==> src/rtl/regfile.sv <==
//-----------------------------------------------------------------------------
// Module   : regfile
// Brief    : Two-read / one-write general-purpose register file at the
//            write-back end of the pipeline. Register 0 is hardwired to zero.
//            Writes are clocked; reads are combinational.
// Options  : REGFILE_BYPASS_EN - when defined, a write and a read to the same
//            non-zero register in one cycle return the incoming write data
//            (same-cycle WB->ID forwarding).
// Revision : 1.0 - initial release
//-----------------------------------------------------------------------------
`default_nettype none

module regfile #(
  parameter int DATA_W   = 32,
  parameter int ADDR_W   = 5,
  parameter int NUM_REGS = 32
) (
  input  logic              clk,
  input  logic              rst,
  input  logic              we,
  input  logic [ADDR_W-1:0] waddr,
  input  logic [DATA_W-1:0] wdata,
  input  logic              re1,
  input  logic [ADDR_W-1:0] raddr1,
  output logic [DATA_W-1:0] rdata1,
  input  logic              re2,
  input  logic [ADDR_W-1:0] raddr2,
  output logic [DATA_W-1:0] rdata2
);

  localparam logic [ADDR_W-1:0] c_zero_addr = '0;
  localparam logic [DATA_W-1:0] c_zero_word = '0;

  // Architectural state. Entry 0 is kept as a flop that is never written so
  // the read mux stays a plain index; synthesis folds it to a constant.
  logic [DATA_W-1:0] regs_q [NUM_REGS];
  logic [DATA_W-1:0] regs_d [NUM_REGS];

  // One-hot write select, one bit per entry.
  logic [NUM_REGS-1:0] w_wr_sel;

  // A write is effective only when enabled and not targeting register 0.
  logic w_wr_valid;

  // Per-port bypass hit (forced low when the bypass option is not built).
  logic w_hit1;
  logic w_hit2;

  // Per-port stored value selected by the read address.
  logic [DATA_W-1:0] w_stored1;
  logic [DATA_W-1:0] w_stored2;

  assign w_wr_valid = we && (waddr != c_zero_addr);

  // Register 0 never receives a write.
  assign w_wr_sel[0] = 1'b0;

  // Address decode for every writable entry.
  generate
    for (genvar gi = 1; gi < NUM_REGS; gi++) begin : g_wr_dec
      assign w_wr_sel[gi] = w_wr_valid && (waddr == ADDR_W'(gi));
    end
  endgenerate

  // Next-state: the selected entry takes wdata, all others hold.
  always_comb begin
    for (int i = 0; i < NUM_REGS; i++) begin
      regs_d[i] = w_wr_sel[i] ? wdata : regs_q[i];
    end
  end

  // Storage update; reset clears every entry immediately, independent of clk.
  always_ff @(posedge clk or posedge rst) begin
    if (rst) begin
      for (int i = 0; i < NUM_REGS; i++) begin
        regs_q[i] <= c_zero_word;
      end
    end else begin
      for (int i = 0; i < NUM_REGS; i++) begin
        regs_q[i] <= regs_d[i];
      end
    end
  end

`ifdef REGFILE_BYPASS_EN
  // Same-cycle forwarding: a read matching the in-flight write sees wdata.
  assign w_hit1 = w_wr_valid && re1 && (raddr1 == waddr);
  assign w_hit2 = w_wr_valid && re2 && (raddr2 == waddr);
`else
  // No forwarding: a read always returns the value stored before this edge.
  assign w_hit1 = 1'b0;
  assign w_hit2 = 1'b0;
`endif

  assign w_stored1 = regs_q[raddr1];
  assign w_stored2 = regs_q[raddr2];

  // Read-port priority: reset, read enable, register 0, bypass, storage.
  function automatic logic [DATA_W-1:0] port_value(
    input logic              in_rst,
    input logic              in_re,
    input logic [ADDR_W-1:0] in_raddr,
    input logic              in_hit,
    input logic [DATA_W-1:0] in_bypass,
    input logic [DATA_W-1:0] in_stored
  );
    logic [DATA_W-1:0] v;
    v = c_zero_word;
    if (in_rst) begin
      v = c_zero_word;
    end else if (!in_re) begin
      v = c_zero_word;
    end else if (in_raddr == c_zero_addr) begin
      v = c_zero_word;
    end else if (in_hit) begin
      v = in_bypass;
    end else begin
      v = in_stored;
    end
    return v;
  endfunction

  // Read port 1, combinational.
  always_comb begin
    rdata1 = port_value(rst, re1, raddr1, w_hit1, wdata, w_stored1);
  end

  // Read port 2, combinational and independent of port 1.
  always_comb begin
    rdata2 = port_value(rst, re2, raddr2, w_hit2, wdata, w_stored2);
  end

endmodule

`default_nettype wire

==> config.mk <==
export PLATFORM = sky130hd
export DESIGN_NAME = regfile
export DESIGN_NICKNAME = d
export VERILOG_FILES = /design/src/rtl/regfile.sv
export SDC_FILE = /design/constraint.sdc
export NUM_CORES = 2
export LEC_CHECK = 0
export CORE_MARGIN = 1.5
export CORE_UTILIZATION = 35
export DETAILED_ROUTE_END_ITERATION = 8
export GPL_ROUTABILITY_DRIVEN = 0
export PLACE_DENSITY_LB_ADDON = 0.25
export SYNTH_ARGS = -nofsm -noshare
export SYNTH_HDL_FRONTEND = slang
export SYNTH_SLANG_ARGS = --single-unit
==> constraint.sdc <==
create_clock -name clk -period 86.8 [get_ports clk]
set_input_delay 13.02 -clock clk [delete_from_list [all_inputs] [get_ports clk]]
set_output_delay 13.02 -clock clk [all_outputs]
set_load 0.01 [all_outputs]
== Yosys cells after proc, flatten, opt, wreduce, memory -nomap -nowiden ==
Cells that the tools add are included.
Storage, ports and cells
  register bits: 992
  input port bits: 52
  output and inout port bits: 64
Operators by class
  reduce and logical (&&, ||, !) cells: 35
  muxes and demuxes: 12
  order comparisons: 2
  bitwise gates (word level): 2
  eq/ne operators: 31
Operators by type and width (count)
  32-bit binary-select mux with 5-bit select: 2
  32-bit 2-to-1 mux: 10
  5-bit equality test, second input constant: 16
  5-bit by 4-bit equality test with 1-bit output, second input constant: 8
  1-bit logical AND: 32
  5-bit by 3-bit equality test with 1-bit output, second input constant: 4
  6-bit greater-or-equal comparator, second input constant: 2
  5-bit NOT with 6-bit output: 2
  5-bit by 2-bit equality test with 1-bit output, second input constant: 2
  5-bit zero test: 2
  5-bit by 1-bit equality test with 1-bit output, second input constant: 1
  5-bit nonzero test: 1

== Depth between registers and ports, before layout ==
  word-level depth: 7
  mapped depth: 9
  gate-level depth less buffers: 5

== Least setup slack after synthesis ==
OpenSTA, ideal clock, no wires.
  path kind: input to output
  from: input port rst
  to: output port rdata1[8]
  stages: 6
  setup slack: 35.510 ns
  data arrival time: 38.270 ns
  data required time: 73.780 ns
  path buffers: 1
  cell sequence: inv_1 -> nand3_1 -> nor2_1 -> clkbuf_1 -> a22oi_1 -> a31oi_1
On the way
  cells in the longest elaborated chain, start to end: 1
RTL lines
  start: declaration: line 19  | input logic rst,
  32-bit 2-to-1 mux: line 109  | if (in_rst) begin
  end: declaration: line 25  | output logic [DATA_W-1:0] rdata1,
No other way between the ends.

== Worst setup path in the final report ==
  from: input port rst
  to: output port rdata1[27]
Same word-level chain as after synthesis.

==> results.py <==
metrics = {
    "global_routing": {
        "grt_first_pass_wirelength_mm": 267,
        "grt_pass1_vias": 34843,
        "antenna_found_initial": 11,
        "gr-total-overflow": 0,
        "grtUsageTotal_pct": 24.1,
        "grt_max_degree": 176,
    },
    "clock_network": {
        "htreeDepth": 3,
        "cts_buffers": 112,
        "clk_latency_ps": 720,
        "cts_setup_buffers": 0,
        "cts_hold_buf": 0,
        "ctsRootBufferMaster": "clkbuf_16",
        "cts_sinks": 992,
        "tritoncts": "done",
        "cts.path.max_buffers": 3,
        "clk_pin_slew_ps": 60,
        "ctsResizeCount": 0,
    },
    "route": {
        "drt_first_iter_violations": 3019,
        "ant_nets": 0,
        "routedWlPerCell_um": 33.3,
        "viasPerCell": 6.10,
        "post-route-drc-count": 0,
        "vias": 33994,
        "dr.pass1.iters": 5,
        "wirelength_mm": 185,
    },
    "setup_path": {
        "critPathRequiredTime_ps": 73780,
        "cp.arrival_ps": 17320,
        "crit_top_cell": "clkdlybuf4s50_1",
        "critPathKind": "in2out",
        "path_delay_family": "buffers and inverters",
        "path_buf_inv": 4,
        "setup.worst_path.start_class": "primary input",
        "crit_fanout": 101,
        "cp-end-kind": "primary output",
        "slowest_delay_ps": 880,
        "worstPathCellList": "clkdlybuf4s50_1 -> inv_8 -> nand3_1 -> nor2_2 -> buf_4 -> a22oi_1 -> a31oi_1 -> clkdlybuf4s50_1",
        "slowest_stage": "nor2_2",
    },
    "finish": {
        "top_regs": "regs_q x992",
        "largest_reg_flops": 992,
        "nets": 3496,
        "top_register": "regs_q",
        "syn2layout_area_growth_pct": 12.7,
        "instances_no_fill": 5569,
        "drive_gt1_share_pct": 52.0,
    },
    "pwr": {
        "power.density_mw_per_mm2": 23.6,
        "power_leakage_nw": 25.1,
        "ir_drop_uv": 15.5,
    },
    "yosys": {
        "synth_nets": 3558,
        "synth.most_common_cell": "mux2_2",
        "synth_common_cells": "1063 x mux2_2, 992 x dfrtp_1, 446 x mux4_2",
        "ys_ff_latch": 992,
        "synth-seq-area-share_pct": 46.6,
        "synth_cell_types": 56,
        "yosys-top-cells-area": "dfrtp_1 47%, mux2_2 22%, mux4_2 19%, mux2i_1 1.7%, buf_2 1.1%",
        "syn_area_mm2": 0.0533,
        "yosysTopAreaCell": "dfrtp_1",
        "syn_avg_cell_area_um2": 15.2,
        "synthDominantCellAreaShare_pct": 46.6,
        "synth_warnings": 0,
        "netlist_instances": 3506,
        "synth_flop_cell": "dfrtp_1",
        "synthArstFlopShare_pct": 100,
        "synth_enable_flop_cells": 0,
    },
    "sta": {
        "clock_skew_ps": 0,
        "max_freq_mhz": 33.0,
        "tns_ps": 0,
        "finalMaxSlewViolations": 0,
        "final.min_clock_period_ps": 30340,
        "max_slew.worst_pin.slew_ps": 1380,
        "max_slew_margin_pct": 7.99,
        "rsz0062_at_grt": "false",
        "finalHoldViolCount": 0,
        "timing.final.crit_share_pct": 35.0,
        "setup_viol": 0,
    },
    "floorplan": {
        "io_pins": 116,
        "die_h_um": 393,
        "coreArea_mm2": 0.152,
        "rows": 143,
        "die_area_mm2": 0.155,
        "initial_core_util_pct": 35.2,
        "die_width_um": 393,
    },
    "hold_path": {
        "hp-class": "reg2reg",
    },
    "place": {
        "io_buffers": 115,
        "place_inst": 5358,
        "hpwl_mm": 105,
    },
    "flow_run": {
        "drv_cap": 0,
    },
    "outcome": {
        "status": "finished clean",
    },
}
final timing paths:
check                             from     endpoint  slack (ps)  cells after the start
setup / recovery                   rst   rdata1[27]       56460                      8
hold / removal             regs_q[406]  regs_q[406]         500                      1
setup reg to reg           regs_q[388]  regs_q[388]       85990                      1
hold reg to reg            regs_q[406]  regs_q[406]         500                      1
max in group asynchronous          rst  regs_q[551]       70600                      5
min in group asynchronous          rst  regs_q[131]       12960                      2
cells in the final DEF, fill, tap and decap left out, types with 8 or more instances in the layout:
master,instances
clkbuf_16,116
o22ai_1,62
dfrtp_1,992
a31oi_1,23
clkbuf_1,24
mux2_2,1063
nand2_2,10
bufinv_16,19
o21ai_0,18
nand3_1,22
mux4_2,446
nor3_1,27
nor2_1,41
o2bb2ai_1,23
a211oi_1,36
clkbuf_8,22
a22oi_1,17
buf_4,85
o21a_1,19
a221oi_1,57
mux2i_1,93
clkinv_2,18
nor2_4,9
o22a_1,8
clkdlybuf4s50_1,106
a2111oi_0,9
nor2b_1,14
and2_1,10
nand2_1,27
cells by family (layout without fill, tap and decap cells):
| family | after synthesis | count (layout) | synth area share (%) |
|---|---|---|---|
| mux | 1615 | 1615 | 43.5 |
| flops | 992 | 992 | 46.6 |
| buf+inv | 390 | 419 | 3.69 |
| compound gates | 312 | 312 | 4.42 |
| simple gates | 197 | 197 | 1.81 |
| other cells | 0 | 4 | 0 |
per-stage QoR:
| stage | hold WS [ps] | instance area, um2 | total power, mW | utilization, % | worst slack, ps |
|---|---|---|---|---|---|
| 2_1_floorplan | 470 | 53300 | 0.824 | - | 35510 |
| 3_3_place_gp | 485 | 56000 | 0.894 | 37.0 | 56130 |
| 3_5_place_dp | 495 | 56000 | 0.902 | 37.0 | 56160 |
| 4_1_cts | 508 | 60000 | 1.43 | 39.6 | 56160 |
| 5_1_grt | 534 | 60100 | 1.48 | 39.6 | 56300 |
| 6_report | 504 | 60100 | 1.42 | 39.6 | 56460 |
metal layers:
layer / wire, um / up-vias / GRT usage (%)
li1: - / 13587 / -
met1: 77400 / 18842 / 32.5
met2: 89200 / 1250 / 38.9
met3: 11600 / 313 / 4.08
met4: 7120 / 2 / 9.32
met5: 13 / - / 0
cell type report:
| class | count | area, um2 |
|---|---|---|
| fill | 14077 | 91500 |
| multi-input combinational | 2124 | 26700 |
| sequential | 992 | 24800 |
| clock buffer | 162 | 3300 |
| tap | 2030 | 2540 |
| timing repair buffer | 207 | 1930 |
| clock inverter | 43 | 716 |
| inverter | 7 | 33.8 |
| antenna | 4 | 10.0 |
power breakdown:
| part | internal [mW] | total [mW] | switching [mW] |
|---|---|---|---|
| Combinational | 0.167 | 0.277 | 0.110 |
| Sequential | 0.553 | 0.618 | 0.0650 |
| Clock | 0.318 | 0.522 | 0.203 |
| Total | 1.04 | 1.42 | 0.378 |
(Power assumes the default switching activity.)
==> patch (config.mk and constraints unchanged) <==
The parameter `ADDR_W` goes from 5 to 7.
--- a/src/rtl/regfile.sv
+++ b/src/rtl/regfile.sv
@@ -13,5 +13,5 @@
 module regfile #(
   parameter int DATA_W   = 32,
-  parameter int ADDR_W   = 5,
+  parameter int ADDR_W   = 7,
   parameter int NUM_REGS = 32
 ) (
Interface: changed (resized raddr1, raddr2 and waddr); port bits go from 116 to 122. The function was not compared with the original's and may differ.
==> patch against the original RTL <==
- area after synthesis increased by 0.32%
- design area increased by 0.18%
- die area increased by 0.32%
- total power decreased by 17%
- core utilization about the same
- clock power decreased by 5.7%
- wire length increased by 1.5%
- clock skew unchanged
- worst setup slack got worse by 0.25 ns
- global-route usage decreased by 0.19 points
- sequential cell count unchanged
- first-iteration DRC count increased by 19%
- critical path type unchanged
==> patch: results (changes against the original RTL) <==
reg2reg end: regs_q[779]
met2 usage: 0.3433 (-0.04561)
DP Cell Count: 5480 (+2.3%)
placed wire-length estimate: 105700 um (+0.80%)
Tcrit/Tclk final: 0.3524 (+0.002886)
Mapped Nets: 3667 (+3.1%)
Post-CTS Setup Inserts: 0 (unchanged)
Synth Area per Inst: 14.81 um2 (-2.5%)
Worst Skew: 0 ns (unchanged)
layout cell share with drive strength beyond 1: 0.4877 (-0.03200)
wire length on met3: 15660 um (+35%)
XOR/XNOR Fraction of Synth Area: 0 (unchanged)
R2R setup slack: 85.98 ns (about the same)
drt first pass iters: 6 (+1)
Worst R2R Start: regs_q[779]
met2 wire length: 81200 um (-8.9%)
Comb pwr share: 0.134 (-0.061)
most frequent cells after synthesis: dfrtp_1 (992), mux2_2 (970), mux4_2 (397)
port bufs: 121 (+5.2%)
post-synthesis sequential area ratio: 0.4643 (-0.001483)
vias per inst: 6.162 (+0.95%)
Tot Pwr: 1.178 mW (-17%)
Cell variety after synth: 51 (-8.9%)
met3 Use GR: 0.05477 (+0.01399)
Max stage delay on crit path: 1.01 ns (+0.13 ns)
vias in the first global route: 35640 (+2.3%)
fillcell total: 14310 (+1.7%)
largest net degree at the start of global routing: 160 (-9.1%)
WL met1: 85910 um (+11%)
peak supply drop: 0.01721 mV (+11%)
slew margin rel.: 0.1136 (+0.03363)
global-route usage over all layers: 0.2395 (-0.001850)
Synth Area in Compound Gates: 0.04870 (+0.004517)
Worst Setup EP: rdata2[17]
Synth area leaders: dfrtp_1 (46%), mux2_2 (20%), mux4_2 (17%), mux2i_1 (3.4%), mux2_4 (1.7%)
P_leak: 26.94 nW (+7.3%)
Ys Warns: 0 (unchanged)
Seq. pwr: 0.528 mW (-15%)
pre-CTS setup slack: 56.04 ns (-0.1221 ns)
CP Max Fanout: 89 (-12%)
final net count: 3617 (+3.5%)
Max Transition Viols Final: 0 (unchanged)
initial antenna violation count: 22 (+11)
non-filler instance count after layout: 5681 (+2.0%)
DP Area: 56440 um2 (+0.73%)
Critical path origin: raddr2[0]
routed len/inst: 33.09 um (-0.53%)
Net Switching: 0.3078 mW (-19%)
Num CTS Buffers: 107 (-4.5%)
Clock Latency Late Sink: 0.73 ns
first-pass GRT wire length: 269500 um (+0.92%)
number of DRC markers in iteration 0: 3602 (+19%)
Worst EP arrival: 17.57 ns (+0.25 ns)
Crit-path slowest cell: nor4_1
outcome: finished, final reports clean
GR Util met1: 0.3599 (+0.03493)
mux cell area share after synthesis: 0.4284 (-0.006627)
clock-pin slew on the worst setup and hold paths: 0.06 ns (about the same)
patch: worst min path at each step:
| stage | from | to | slack [ns] |
|---|---|---|---|
| after floorplan | regs_q[191] | regs_q[191] | 0.47 |
| after global placement | regs_q[191] | regs_q[191] | 0.48 |
| after detailed placement | regs_q[191] | regs_q[191] | 0.50 |
| after CTS | regs_q[191] | regs_q[191] | 0.51 |
| after global routing | regs_q[784] | regs_q[784] | 0.53 |
| final | regs_q[191] | regs_q[191] | 0.51 |
patch: layout make-up:
| type | instances | area, um2 | share of cell area |
|---|---|---|---|
| diodes | 3 | 7.507 | 0.0001248 |
| well taps | 2030 | 2540 | 0.04221 |
| flip-flops and latches | 992 | 24820 | 0.4126 |
| repair buffers | 229 | 2067 | 0.03435 |
| inverters | 5 | 30.03 | 0.0004991 |
| multi-input cells | 2224 | 26980 | 0.4483 |
| clock inverters | 45 | 593.1 | 0.009857 |
| clock buffers | 153 | 3132 | 0.05205 |
